[config.mk]
export PLATFORM = sky130hd
export DESIGN_NAME = cla_seq_adder_ctrl_flat
export DESIGN_NICKNAME = d
export VERILOG_FILES = /design/src/rtl/cla_seq_adder_ctrl_pkg.sv /design/src/rtl/cla_seq_adder_ctrl_if.sv /design/src/rtl/cla_seq_adder_ctrl_cla.sv /design/src/rtl/cla_seq_adder_ctrl.sv /design/src/flat_wrapper.sv
export SDC_FILE = /design/constraint.sdc
export NUM_CORES = 1
export LEC_CHECK = 0
export ABC_AREA = 1
export CAP_MARGIN = 20
export CORE_UTILIZATION = 41
export DETAILED_ROUTE_END_ITERATION = 8
export GPL_TIMING_DRIVEN = 1
export SYNTH_ARGS = -nofsm -noshare
export SYNTH_HDL_FRONTEND = slang
export SYNTH_HIERARCHICAL = 1
export SYNTH_SLANG_ARGS = --single-unit
[constraint.sdc]
create_clock -name clk -period 3.2 [get_ports clk]
set_clock_uncertainty 0.15 [all_clocks]
set_input_delay 0.32 -clock clk [delete_from_list [all_inputs] [get_ports clk]]
set_output_delay 0.32 -clock clk [all_outputs]
set_load 0.02 [all_outputs]
[src/rtl/cla_seq_adder_ctrl_pkg.sv]
// Shared constants and FSM encoding for the nibble-serial CLA adder sequencer.
package cla_pkg;

  localparam int NIBBLE_W = 4;

  typedef enum logic [1:0] {
    IDLE = 2'd0,
    RUN  = 2'd1,
    DONE = 2'd2
  } state_t;

  function automatic logic ovf_f(input logic a_msb, input logic b_msb, input logic s_msb);
    return (a_msb == b_msb) && (s_msb != a_msb);
  endfunction

endpackage

[src/rtl/cla_seq_adder_ctrl_if.sv]
// Operand/result valid-ready bus between producer, adder sequencer and consumer.
interface cla_seq_adder_ctrl_if #(
  parameter int WIDTH = 16
);
  logic             in_valid;
  logic             in_ready;
  logic [WIDTH-1:0] in_a;
  logic [WIDTH-1:0] in_b;
  logic             in_cin;
  logic             out_valid;
  logic             out_ready;
  logic [WIDTH-1:0] out_sum;
  logic             out_cout;
  logic             out_ovf;

  modport master (
    output in_valid, in_a, in_b, in_cin, out_ready,
    input  in_ready, out_valid, out_sum, out_cout, out_ovf
  );

  modport slave (
    input  in_valid, in_a, in_b, in_cin, out_ready,
    output in_ready, out_valid, out_sum, out_cout, out_ovf
  );
endinterface

[src/rtl/cla_seq_adder_ctrl_cla.sv]
// 4-bit carry-lookahead adder slice, purely combinational.
module CLA_adder (
  input  logic [3:0] a,
  input  logic [3:0] b,
  input  logic       cin,
  output logic [3:0] s,
  output logic       cout
);
  logic [3:0] w_g;
  logic [3:0] w_p;
  logic [4:0] w_c;

  assign w_g = a & b;
  assign w_p = a ^ b;

  // Every carry is flattened from cin so no ripple chain forms inside the slice.
  assign w_c[0] = cin;
  assign w_c[1] = w_g[0] | (w_p[0] & cin);
  assign w_c[2] = w_g[1] | (w_p[1] & w_g[0]) | (w_p[1] & w_p[0] & cin);
  assign w_c[3] = w_g[2] | (w_p[2] & w_g[1]) | (w_p[2] & w_p[1] & w_g[0])
                | (w_p[2] & w_p[1] & w_p[0] & cin);
  assign w_c[4] = w_g[3] | (w_p[3] & w_g[2]) | (w_p[3] & w_p[2] & w_g[1])
                | (w_p[3] & w_p[2] & w_p[1] & w_g[0])
                | (w_p[3] & w_p[2] & w_p[1] & w_p[0] & cin);

  assign s    = w_p ^ w_c[3:0];
  assign cout = w_c[4];
endmodule

[src/rtl/cla_seq_adder_ctrl.sv]
// Adds WIDTH-bit operands one nibble per cycle, LSB first, through a single shared CLA slice.
module cla_seq_adder_ctrl
  import cla_pkg::*;
#(
  parameter int WIDTH = 16
) (
  input  logic                 clk,
  input  logic                 rst,
  cla_seq_adder_ctrl_if.slave  bus
);
  localparam int NIBBLES = WIDTH / NIBBLE_W;
  localparam int IDX_W   = (NIBBLES > 1) ? $clog2(NIBBLES) : 1;
  localparam logic [IDX_W-1:0] LAST_IDX = IDX_W'(NIBBLES - 1);

  state_t                r_state;
  logic [IDX_W-1:0]      r_idx;
  logic                  r_carry;
  logic [WIDTH-1:0]      r_a;
  logic [WIDTH-1:0]      r_b;
  logic [WIDTH-1:0]      r_acc;
  logic [WIDTH-1:0]      r_sum;
  logic                  r_cout;
  logic                  r_ovf;
  logic                  r_valid;

  logic [NIBBLE_W-1:0]   w_a_nib;
  logic [NIBBLE_W-1:0]   w_b_nib;
  logic [NIBBLE_W-1:0]   w_s;
  logic                  w_c;
  logic [WIDTH-1:0]      w_acc_next;

  assign w_a_nib = r_a[r_idx*NIBBLE_W +: NIBBLE_W];
  assign w_b_nib = r_b[r_idx*NIBBLE_W +: NIBBLE_W];

  CLA_adder u_cla (
    .a    (w_a_nib),
    .b    (w_b_nib),
    .cin  (r_carry),
    .s    (w_s),
    .cout (w_c)
  );

  // Working accumulator is separate from r_sum so the visible result holds until the next DONE.
  always_comb begin
    w_acc_next = r_acc;
    w_acc_next[r_idx*NIBBLE_W +: NIBBLE_W] = w_s;
  end

  always_ff @(posedge clk) begin
    if (rst) begin
      r_state <= IDLE;
      r_idx   <= '0;
      r_carry <= 1'b0;
      r_sum   <= '0;
      r_cout  <= 1'b0;
      r_ovf   <= 1'b0;
      r_valid <= 1'b0;
    end else begin
      case (r_state)
        IDLE: begin
          if (bus.in_valid) begin
            r_a     <= bus.in_a;
            r_b     <= bus.in_b;
            r_carry <= bus.in_cin;
            r_idx   <= '0;
            r_state <= RUN;
          end
        end
        RUN: begin
          r_acc   <= w_acc_next;
          r_carry <= w_c;
          if (r_idx == LAST_IDX) begin
            r_sum   <= w_acc_next;
            r_cout  <= w_c;
            r_ovf   <= ovf_f(r_a[WIDTH-1], r_b[WIDTH-1], w_s[NIBBLE_W-1]);
            r_valid <= 1'b1;
            r_state <= DONE;
          end else begin
            r_idx <= r_idx + 1'b1;
          end
        end
        DONE: begin
          if (bus.out_ready) begin
            r_valid <= 1'b0;
            r_state <= IDLE;
          end
        end
        default: r_state <= IDLE;
      endcase
    end
  end

  assign bus.in_ready  = (r_state == IDLE) && !rst;
  assign bus.out_valid = r_valid;
  assign bus.out_sum   = r_sum;
  assign bus.out_cout  = r_cout;
  assign bus.out_ovf   = r_ovf;
endmodule

[src/flat_wrapper.sv]
// flat-port wrapper written by rule: the top's interface ports become plain ports
module cla_seq_adder_ctrl_flat import cla_pkg::*;
#(
  parameter int WIDTH = 16
)
  (clk, rst, bus_in_valid, bus_in_a, bus_in_b, bus_in_cin, bus_out_ready, bus_in_ready, bus_out_valid, bus_out_sum, bus_out_cout, bus_out_ovf);
  cla_seq_adder_ctrl_if #(.WIDTH(WIDTH)) bus_i ();
  input  logic clk;
  input  logic rst;
  input wire logic [$bits(bus_i.in_valid)-1:0] bus_in_valid;
  input wire logic [$bits(bus_i.in_a)-1:0] bus_in_a;
  input wire logic [$bits(bus_i.in_b)-1:0] bus_in_b;
  input wire logic [$bits(bus_i.in_cin)-1:0] bus_in_cin;
  input wire logic [$bits(bus_i.out_ready)-1:0] bus_out_ready;
  output wire logic [$bits(bus_i.in_ready)-1:0] bus_in_ready;
  output wire logic [$bits(bus_i.out_valid)-1:0] bus_out_valid;
  output wire logic [$bits(bus_i.out_sum)-1:0] bus_out_sum;
  output wire logic [$bits(bus_i.out_cout)-1:0] bus_out_cout;
  output wire logic [$bits(bus_i.out_ovf)-1:0] bus_out_ovf;
  assign bus_i.in_valid = bus_in_valid;
  assign bus_i.in_a = bus_in_a;
  assign bus_i.in_b = bus_in_b;
  assign bus_i.in_cin = bus_in_cin;
  assign bus_i.out_ready = bus_out_ready;
  assign bus_in_ready = bus_i.in_ready;
  assign bus_out_valid = bus_i.out_valid;
  assign bus_out_sum = bus_i.out_sum;
  assign bus_out_cout = bus_i.out_cout;
  assign bus_out_ovf = bus_i.out_ovf;
  cla_seq_adder_ctrl #(.WIDTH(WIDTH)) u_core (.clk(clk), .rst(rst), .bus(bus_i));
endmodule
# --- Yosys cells after proc, flatten, opt, wreduce, memory -nomap -nowiden ---
# Index checks and enable logic that the tools add are counted.
totals:
  reg_bits: 72
  input_bits: 37
  word_cells: 81
classes:
  addsub: 2
  eq_ne: 9
  n_shift: 4
  n_mux: 13
  bitwise: 30
  reduce_logical: 13
op_table:
  columns: ["operator", "n"]
  rows:
  - ["4-bit negator with 34-bit output", 1]
  - ["4-bit by 34-bit variable shift with 16-bit output, first input constant", 1]
  - ["4-bit by 34-bit indexed part select with 16-bit output", 1]
  - ["16-bit by 5-bit indexed part select with 4-bit output", 2]
  - ["1-bit AND", 16]
  - ["16-bit bitwise mux", 1]
  - ["3-bit AND reduction", 4]
  - ["2-bit 2-to-1 mux", 5]
  - ["1-bit bitwise OR", 10]
  - ["4-bit XOR", 2]
  - ["2-bit inequality test, second input constant", 3]
  - ["2-bit case mux with 3 select lines", 1]
  - ["2-bit AND reduction", 3]
  - ["4-bit AND", 1]
  - ["2-bit == test, second input constant", 2]
  - ["1-bit case mux with 2 select lines", 2]
  - ["2-bit case mux with 2 select lines", 1]
  - ["2-bit nonzero test", 2]
  - ["1-bit 2-to-1 mux", 3]
  - ["2-bit by 1-bit adder with 2-bit output, second input constant", 1]
  - ["2-bit by 1-bit == test with 1-bit output, second input constant", 1]
  - ["1-bit logical AND", 2]
  - ["2-bit logical NOT", 1]
  - ["2-bit by 1-bit inequality test with 1-bit output, second input constant", 1]
  - ["4 further kinds", 4]

# --- Depth between registers and ports, before layout ---
# Gate-level depths: netlist (run 1).
logic_depth:
  ltp_word: 9
  depth_mapped: 17

# --- By module ---
# The synthesis (run 1) kept the hierarchy.
by_module_without_submodules:
  columns: ["module", "n_inst", "cells_per_inst", "area_each_um2", "seq_area_each_um2"]
  rows:
  - ["cla_seq_adder_ctrl", 1, 337, 3186.8, 1921.8]
  - ["CLA_adder", 1, 31, 188.9, 0.0]

# --- Least setup slack after synthesis (run 1) ---
# No wires, ideal clock.
synth_timing:
  path_type: "register to register"
  start: "register u_core.r_state[1]"
  end: "register u_core.r_a[0], enable pin"
  t_arrival_ns: 1.948
  slack_ns: 0.681
  path_stages_with_launch: 4
  path_buffers: 0
  period_less_slack_ns: 2.519
  cell_sequence: "dfxtp_1 nor2_1 inv_1 nor2_1"
synth_between:
  elab_chain_cells: 2
synth_lines:
  columns: ["element", "line_no", "rtl"]
  rows:
  - ["from (decl)", "cla_seq_adder_ctrl.sv:15", "state_t r_state;"]
  - ["from (signal assigned)", "cla_seq_adder_ctrl.sv:51", "r_state <= IDLE;"]
  - ["from (signal assigned)", "cla_seq_adder_ctrl.sv:66", "r_state <= RUN;"]
  - ["from (signal assigned)", "cla_seq_adder_ctrl.sv:77", "r_state <= DONE;"]
  - ["2-bit logical NOT", "cla_seq_adder_ctrl.sv:59", "case (r_state)"]
  - ["3-bit AND reduction (no source line)", null, null]
  - ["to (signal assigned)", "cla_seq_adder_ctrl.sv:62", "r_a <= bus.in_a;"]
  - ["to (decl)", "cla_seq_adder_ctrl.sv:18", "logic [WIDTH-1:0] r_a;"]
# No other way between the ends.
# A chain may end at the register's enable or synchronous reset.

# --- Final worst setup path (run 1) ---
layout_timing:
  start: "register u_core.r_idx[0]"
  end: "register u_core.r_sum[13], in the netlist u_core/bus.out_sum[13]"
layout_between:
  elab_cells_between_ends: 26
  cone_classes: "add/sub (1); eq/ne (1); shift (4); mux (1); bitwise (18); reduce/logical (1)"
layout_lines:
  columns: ["element", "line_no", "rtl"]
  rows:
  - ["from (decl)", "cla_seq_adder_ctrl.sv:16", "logic [IDX_W-1:0] r_idx;"]
  - ["from (signal assigned)", "cla_seq_adder_ctrl.sv:79", "r_idx <= r_idx + 1'b1;"]
  - ["16-bit by 5-bit indexed part select with 4-bit output (*)", "cla_seq_adder_ctrl.sv:32", "assign w_a_nib = r_a[r_idx*NIBBLE_W +: NIBBLE_W];"]
  - ["via u_core.w_a_nib[0]", "cla_seq_adder_ctrl.sv:26", "logic [NIBBLE_W-1:0] w_a_nib;"]
  - ["4-bit XOR", "cla_seq_adder_ctrl_cla.sv:14", "assign w_p = a ^ b;"]
  - ["1-bit AND", "cla_seq_adder_ctrl_cla.sv:18", "assign w_c[1] = w_g[0] | (w_p[0] & cin);"]
  - ["1-bit bitwise OR (*)", "cla_seq_adder_ctrl_cla.sv:18", null]
  - ["4-bit XOR (*)", "cla_seq_adder_ctrl_cla.sv:26", "assign s = w_p ^ w_c[3:0];"]
  - ["via u_core.w_s[1]", "cla_seq_adder_ctrl.sv:28", "logic [NIBBLE_W-1:0] w_s;"]
  - ["4-bit by 34-bit indexed part select with 16-bit output (*)", "cla_seq_adder_ctrl.sv:46", "w_acc_next[r_idx*NIBBLE_W +: NIBBLE_W] = w_s;"]
  - ["16-bit bitwise mux (*)", "cla_seq_adder_ctrl.sv:46", null]
  - ["to (signal assigned)", "cla_seq_adder_ctrl.sv:73", "r_sum <= w_acc_next;"]
  - ["to (decl)", "cla_seq_adder_ctrl.sv:21", "logic [WIDTH-1:0] r_sum;"]
# Mark *: on every way through the listed nets, which the timed path passes. The rest lies on a longest branch.

==> impl_metrics.yaml, run 1 <==
run_status:
  outcome: "complete, no violations"
yosys:
  synth-async-reset-ratio_pct: 0
  ys_seq_elements: 72
  synth_cell_type_count: 25
  synth_area_um2: 3380
  synth_flop_cell: "edfxtp_1"
  yosys.area.top_type: "edfxtp_1"
  synth_edf_count: 48
  syn_area_per_cell_um2: 9.17
  netlist_instances: 368
  syn-num-nets: 416
  synth_commonest_cells: "86 x nand2_1, 58 x inv_1, 48 x edfxtp_1"
  synth_warnings: 6
  yosysMostFrequentCell: "nand2_1"
  synth_area_leaders: "edfxtp_1 43%, dfxtp_1 14%, nand2_1 9.6%, inv_1 6.4%, nor2_1 4.3%"
  ys_seq_area_share_pct: 56.9
  netlist.area_leader.share_pct: 42.7
route:
  num_vias: 2506
  first_pass_iters: 4
  wl_per_cell_um: 12.4
  wl_mm: 6.64
  vias_per_cell: 4.67
  ant_nets: 0
  drc: 0
  drt_iter0_markers: 93
grt:
  grt_pass1_vias: 2472
  grt_max_degree: 33
  grt_pass1_wl_mm: 11.4
  grt_antenna_before_repair: 0
  grt_overflow: 0
  grt_use_total_pct: 17.2
layout:
  multi_input_area_um2: 1160
  n_fill_cell: 751
  final_core_util_pct: 54.6
  syn_to_final_growth_pct: 26.9
  diodes: 0
  register_area_um2: 1920
  nets: 478
  layout-drive-gt1-share_pct: 8.97
placed_design:
  dp_slack_ns: 0.614
  portBuffers: 56
  dp_hpwl_mm: 4.61
  routabilityCongestion: 0.794
setup_path:
  start_kind: "register"
  r2r_slack_ns: 0.61
  arrival_ns: 2.74
  endpoint_kind: "register"
  required_ns: 3.35
  worstSetupPathType: "register to register"
  critPathMaxFanout: 13
job:
  max_cap_viol_count: 0
clock_network:
  clock_latency_ns: 0.35
  cts_made_buffers: 9
  cts_sinks: 72
  clk_pin_slew_ns: 0.08
  postCtsHoldBufs: 0
  cts_max_path_buffers: 2
  cts_resized: 0
  tritoncts: "yes"
  cts_setup_buffers: 0
  h-tree-depth: 3
  clockRootBuffer: "clkbuf_8"
sta:
  worst_slack_ns: 0.607
  setup_viol: 0
  clock.fmax_mhz: 386
  min_period_over_period_pct: 81.0
  hold_viol_final: 0
  setup_tns_ns: 0
  rsz0062_at_grt: "no"
  tightest_slew_ns: 0.471
  drv_slew: 0
  period_needed_ns: 2.59
  maxSlewHeadroom_pct: 68.5
die:
  core_um2: 7850
  die_area_um2: 8600
  die_w_um: 92.7
  rows: 32
  start_util_pct: 43.0
  io_pins: 57
  die_y_um: 92.7
hold_path:
  hold_path.class: "register to register"
pwr:
  p_total_w: 0.00232
  peakVddDrop_mv: 0.257
  leakage_nw: 1.78
  p_per_area_nw_per_um2: 541
[path summary, 6_finish.rpt]
kind                              from                     end  depth (start not counted)
setup / recovery       u_core/r_idx[0]  u_core/bus.out_sum[13]                         13
hold / removal    u_core/bus.out_valid    u_core/bus.out_valid                          2
setup reg to reg       u_core/r_idx[0]  u_core/bus.out_sum[13]                         13
hold reg to reg   u_core/bus.out_valid    u_core/bus.out_valid                          2
[area by class of cell]
type,count,share of cell area [%]
Tap cell,102,2.98
Sequential cell,72,44.9
Clock inverter,7,2.78
Timing Repair Buffer,62,14.1
Inverter,60,5.26
Multi-Input combinational cell,225,27.1
Clock buffer,9,2.89
[state kept, by name (all words and copies together) (netlist names)]
name,cells
u_core/bus.out_valid,1
u_core/r_carry,1
u_core/r_b,16
u_core/bus.out_ovf,1
u_core/bus.out_cout,1
u_core/r_state,2
u_core/r_a,16
u_core/r_acc,16
u_core/r_idx,2
u_core/bus.out_sum,16
[critical path: stages (launching register included)]
cell     delay, ns
dfxtp_1       0.31
inv_1         0.27
buf_4         0.26
o21ai_0       0.09
o22ai_1       0.20
inv_1         0.09
fa_1          0.43
xnor2_1       0.26
nand2_1       0.09
nor2_1        0.13
nand2_1       0.10
nand3_2       0.08
nand2_1       0.05
inv_1         0.04
[metal layers]
layer	routed length (um)	track usage (%)	vias up
met3	368	3.20	10
met2	3250	29.8	66
li1	-	-	1312
met5	0	0	-
met4	120	7.69	0
met1	2900	20.7	1118
[kinds of logic (layout without fill, tap and decap cells)]
logic type	Yosys count	after routing	share of synthesized area, %
and+or+nand+nor	164	164	22.1
AOI/OAI and AO/OA	49	49	7.64
xor gates and xnor gates	1	1	0.259
buffers and inverters	71	138	8.78
adders and majority gates	11	11	4.30
DFF	72	72	56.9
[cells in the final DEF, fill, tap and decap left out, types with 2 or more instances in the layout]
cell,n
nand2_1,86
nand2_2,3
ha_1,10
clkbuf_8,9
inv_2,2
o22ai_1,8
nor2_1,38
nand3_2,9
o21ai_0,18
buf_4,6
clkdlybuf4s50_1,56
clkinvlp_4,2
nand3_1,17
a21oi_1,22
bufinv_16,3
dfxtp_1,24
nand4_1,6
edfxtp_1,48
inv_1,58
[report_power, final]
part / internal (W) / switching [W] / total [W]
Combinational: 0.000155 / 0.000244 / 0.000399
Sequential: 0.00104 / 0.0000135 / 0.00105
Clock: 0.000519 / 0.000347 / 0.000865
Total: 0.00171 / 0.000604 / 0.00232
[metrics by stage]
step	std cells	hold slack, ns	cell area, um^2
3_3_place_gp	521	0.307	4040
5_1_grt	537	0.357	4280
4_1_cts	537	0.324	4280
3_5_place_dp	521	0.313	4040
2_1_floorplan	368	0.269	3380
6_report	537	0.319	4280
Power figures use the tool's default switching activity.
==> run 2, diff against run 1 <==
Clock period 3.2 ns to 2.5 ns, I/O delays scaled along.
==> impl_metrics.yaml, run 2 (synthesis gave the netlist of run 1 again) <==
run_status:
  outcome: "complete, no violations"
layout:
  diodes: 0
  register_area_um2: 1920
  syn_to_final_growth_pct: 27.9
  fin_area_um2: 4320
  layout_commonest_cell: "nand2_1"
  final_cell_mix: "84 x nand2_1, 56 x clkdlybuf4s50_1, 56 x inv_1"
  multi_input_area_um2: 1190
  n_fill_cell: 752
  layout-drive-gt1-share_pct: 12.8
  nets: 482
  stdcell_count: 541
clock_network:
  cts_max_path_buffers: 2
  tritoncts: "yes"
  clock_latency_ns: 0.35
  postCtsHoldBufs: 0
  cts_sinks: 72
  h-tree-depth: 3
  cts_made_buffers: 9
  clk_pin_slew_ns: 0.08
  clockRootBuffer: "clkbuf_8"
setup_path:
  required_ns: 2.46
  endpoint_kind: "register"
  critPathMaxFanout: 17
  rr_endpoint: "u_core/r_acc[11]"
  reg2reg_depth: 14
  worstSetupPathType: "register to register"
  crit_slowest_cell: "dfxtp_2"
  r2r_slack_ns: 0.15
  critPathMaxStageDelay_ns: 0.36
  start_kind: "register"
  worstPathCellList: "inv_2 > buf_12 > o21ai_1 > o22ai_1 > ha_1 > or2_0 > nand2_1 > nand2_1 > nand2_1 > nand2_2 > nand2_1 > inv_1 > nand3_1 > nand2_1"
  r2r_start: "u_core/r_idx[0]"
  cpMostUsedCell: "nand2_1"
  arrival_ns: 2.30
pwr:
  p_per_area_nw_per_um2: 631
  leakage_nw: 1.78
  p_comb_share_pct: 21.1
  switching_share_pct: 29.2
  seqPwrFrac_pct: 49.6
  clkPwrFrac_pct: 29.3
  p_int_w: 0.00193
  peakVddDrop_mv: 0.409
  p_sw_w: 0.000795
sta:
  tightest_slew_ns: 0.435
  period_needed_ns: 2.35
  clock.fmax_mhz: 426
  setup_tns_ns: 0
  setup_viol: 0
  drv_slew: 0
  rsz0062_at_grt: "no"
  hold_viol_final: 0
  min_period_over_period_pct: 93.9
  maxSlewHeadroom_pct: 70.9
route:
  wl_mm: 6.61
  m1WireLength_mm: 2.90
  wl_per_cell_um: 12.2
  drt_iter0_markers: 93
  wl_met2_mm: 3.31
  highest_layer: "met4"
  num_vias: 2553
  ant_nets: 0
  drc: 0
  wl_met3_um: 282
  vias_per_cell: 4.72
  first_pass_iters: 4
die:
  rows: 32
  die_area_um2: 8600
  die_y_um: 92.7
  core_um2: 7850
  die_w_um: 92.7
  io_pins: 57
  start_util_pct: 43.0
placed_design:
  place_inst: 523
  portBuffers: 56
  routabilityCongestion: 0.808
  dp_hpwl_mm: 4.74
  dpl_cell_area_um2: 4090
hold_path:
  min_to: "u_core/r_a[1]"
  hold_path.class: "input pin to register"
  holdPathStages: 1
  hp-start: "bus_in_a[1]"
grt:
  grt_pass1_vias: 2471
  grt_overflow: 0
  grt_max_degree: 33
  grt_pass1_wl_mm: 11.2
  grt_antenna_before_repair: 0
  grt_use_total_pct: 17.1
job:
  max_cap_viol_count: 0
==> run 2: layout make-up <==
class	count	share of cell area, %
clock inverter	7	1.13
multi-input combinational	225	27.6
sequential	72	44.5
tap	102	2.95
inverter	60	5.21
clock buffer	9	2.87
timing repair buffer	66	15.7
==> run 2: stage by stage <==
step | util (%) | setup slack (ns) | total power, W | hold slack, ns
global route | 55.0 | 0.00631 | 0.00287 | 0.276
finish | 55.0 | 0.154 | 0.00272 | 0.294
global placement | 52.2 | 0.132 | 0.00190 | 0.300
floorplan | - | 0.152 | 0.00172 | 0.199
detailed placement | 52.2 | 0.0396 | 0.00191 | 0.312
CTS | 54.4 | 0.0134 | 0.00273 | 0.274
==> run 2: worst max-delay path by stage <==
stage                         start                     end  slack [ns]
global placement    u_core/r_idx[0]  u_core/bus.out_sum[13]        0.13
detailed placement  u_core/r_idx[0]   u_core/bus.out_sum[7]        0.04
floorplan           u_core/r_idx[1]         u_core/r_acc[7]        0.15
finish              u_core/r_idx[0]        u_core/r_acc[11]        0.15
CTS                 u_core/r_idx[0]   u_core/bus.out_sum[7]        0.01
global route        u_core/r_idx[0]   u_core/bus.out_sum[7]       0.006
==> run 2: power groups by stage <==
| stage | clock network, W | logic [W] | registers, W |
|---|---|---|---|
| final | 0.000799 | 0.000575 | 0.00135 |
| after global routing | 0.000877 | 0.000643 | 0.00136 |
| after CTS | 0.000837 | 0.000540 | 0.00135 |
| after detailed placement | 0 | 0.000533 | 0.00138 |
| after global placement | 0 | 0.000520 | 0.00138 |
| after floorplan | 0 | 0.000346 | 0.00138 |
==> run 2: what timing repair did <==
action                     4_1_cts  5_1_grt
pin swaps                        0        7
gates resized for setup          1       15
buffers inserted                 0        2
setup endpoints to repair        1       19
gates cloned                     0        0
hold endpoints to repair         0        0
==> run 2: metal layers <==
metal / track usage (%) / vias to the layer above
met5: 0 / -
met2: 29.6 / 47
li1: - / 1329
met1: 19.2 / 1167
met3: 5.25 / 10
met4: 7.82 / 0
==> run 2: worst max-delay path, delay by kind of cell (launching register included) <==
family                   cells  cell delay [ns]
AO/OA/AOI/OAI                2             0.20
flip-flops                   1             0.36
AND/OR/NAND/NOR              8             0.78
adder cells (fa/ha/maj)      1             0.35
buffers and inverters        3             0.25
==> run 3, diff against run 2 <==
Settings changed: ABC_CLOCK_PERIOD_IN_PS set to 2500, CORE_ASPECT_RATIO set to 0.6.
==> impl_metrics.yaml, run 3 (synthesis gave the netlist of run 1 again) <==
hold_path:
  hp-start: "u_core/bus.out_valid"
  hold_path.class: "register to register"
  holdPathStages: 2
  min_to: "u_core/bus.out_valid"
pwr:
  peakVddDrop_mv: 0.389
  p_comb_share_pct: 19.9
  leakage_nw: 1.84
  p_total_w: 0.00312
  switching_share_pct: 26.6
  p_int_w: 0.00229
  p_per_area_nw_per_um2: 703
  clkPwrFrac_pct: 36.7
  seqPwrFrac_pct: 43.4
  p_sw_w: 0.000832
setup_path:
  critPathMaxStageDelay_ns: 0.56
  crit_slowest_cell: "fa_2"
  endpoint_kind: "register"
  start_kind: "register"
  arrival_ns: 2.30
  worstPathCellList: "inv_2 > buf_12 > o21ai_0 > o22ai_1 > inv_1 > fa_2 > inv_1 > nand2_1 > nor2_1 > nand2_1 > nand2_1"
  required_ns: 2.44
  crit_buf_inv: 4
  r2r_slack_ns: 0.14
  r2r_start: "u_core/r_idx[0]"
  worstSetupPathType: "register to register"
  critPathMaxFanout: 20
  reg2reg_depth: 11
  crit_family: "adder cells"
  cpMostUsedCell: "nand2_1"
  rr_endpoint: "u_core/r_acc[12]"
clock_network:
  cts_sinks: 72
  tritoncts: "yes"
  h-tree-depth: 3
  clock_latency_ns: 0.34
  clockRootBuffer: "clkbuf_16"
  cts_max_path_buffers: 2
  clk_pin_slew_ns: 0.06
  cts_made_buffers: 9
  postCtsHoldBufs: 0
layout:
  final_cell_mix: "84 x nand2_1, 56 x clkdlybuf4s50_1, 56 x inv_1"
  register_area_um2: 1920
  nets: 485
  diodes: 0
  syn_to_final_growth_pct: 31.6
  stdcell_count: 550
  fin_area_um2: 4440
  layout_commonest_cell: "nand2_1"
  n_fill_cell: 714
  layout-drive-gt1-share_pct: 12.7
  multi_input_area_um2: 1200
sta:
  setup_viol: 0
  min_period_over_period_pct: 94.3
  hold_viol_final: 0
  clock.fmax_mhz: 424
  worst_slack_ns: 0.143
  rsz0062_at_grt: "yes"
  period_needed_ns: 2.36
  maxSlewHeadroom_pct: 71.8
  drv_slew: 0
  tightest_slew_ns: 0.422
route:
  wl_per_cell_um: 13.7
  drc: 0
  num_vias: 2622
  drt_iter0_markers: 191
  wl_mm: 7.52
  first_pass_iters: 5
  vias_per_cell: 4.77
  ant_nets: 0
grt:
  grt_overflow: 0
  grt_pass1_wl_mm: 12.4
  grt_pass1_vias: 2450
  grt_use_total_pct: 19.5
  grt_max_degree: 33
  grt_antenna_before_repair: 0
die:
  io_pins: 57
  rows: 25
  die_area_um2: 8610
  start_util_pct: 42.7
  die_y_um: 72.3
  core_um2: 7910
  die_w_um: 119
job:
  max_cap_viol_count: 0
placed_design:
  dp_slack_ns: 0.0109
  dp_hpwl_mm: 5.26
  routabilityCongestion: 0.787
  dpl_cell_area_um2: 4110
  place_inst: 530
  portBuffers: 56
run_status:
  outcome: "complete, no violations"
run 3: what timing repair did:
item	in CTS	in global routing
setup endpoints to repair	4	30
resized for setup	1	14
endpoints found under the hold margin	0	0
setup buffers	0	4
pin swaps	0	5
run 3: cell type report:
type | count | share of cell area [%]
Inverter | 60 | 5.07
Timing Repair Buffer | 69 | 15.7
Clock inverter | 1 | 0.113
Clock buffer | 15 | 5.80
Sequential cell | 72 | 43.3
Tap cell | 108 | 3.04
Multi-Input combinational cell | 225 | 27.0
run 3: per-stage QoR:
| step | utilization, % | hold WS (ns) | setup TNS, ns |
|---|---|---|---|
| floorplan | - | 0.199 | 0 |
| global route | 56.1 | 0.308 | -0.0908 |
| detailed placement | 51.9 | 0.309 | 0 |
| finish | 56.1 | 0.318 | 0 |
| CTS | 55.3 | 0.306 | -0.000776 |
| global placement | 51.9 | 0.305 | 0 |
run 3: worst max path at each step:
stage	start	to	slack [ns]	cells after the start
2_1_floorplan	u_core/r_idx[1]	u_core/r_acc[7]	0.15	14
3_3_place_gp	u_core/r_idx[0]	u_core/bus.out_sum[13]	0.03	13
3_5_place_dp	u_core/r_idx[0]	u_core/bus.out_sum[13]	0.01	13
4_1_cts	u_core/r_idx[0]	u_core/bus.out_sum[14]	-0.0008	15
5_1_grt	u_core/r_idx[0]	u_core/bus.out_sum[14]	-0.05	15
6_report	u_core/r_idx[0]	u_core/r_acc[12]	0.14	11
run 3: tightest hold or removal path, cell delays in order (launching register included):
cell	delay, ns
dfxtp_1	0.31
nand2_1	0.06
a21oi_1	0.05
run 3: power groups by stage:
stage          Combinational, W  Clock (W)  Sequential (W)
6_report               0.000622    0.00115         0.00136
2_1_floorplan          0.000346          0         0.00138
4_1_cts                0.000557    0.00118         0.00136
5_1_grt                0.000691    0.00123         0.00136
3_5_place_dp           0.000543          0         0.00138
3_3_place_gp           0.000532          0         0.00138
run 3: metal layers:
layer / part of all wire (%) / global-route usage, % / up-vias / routed length, um
met5: 0 / 0 / - / 0
met4: 1.7 / 8.44 / 0 / 130
met3: 6.5 / 5.97 / 10 / 491
met2: 39 / 25.8 / 73 / 2950
met1: 52 / 29.1 / 1203 / 3940
li1: - / - / 1336 / -
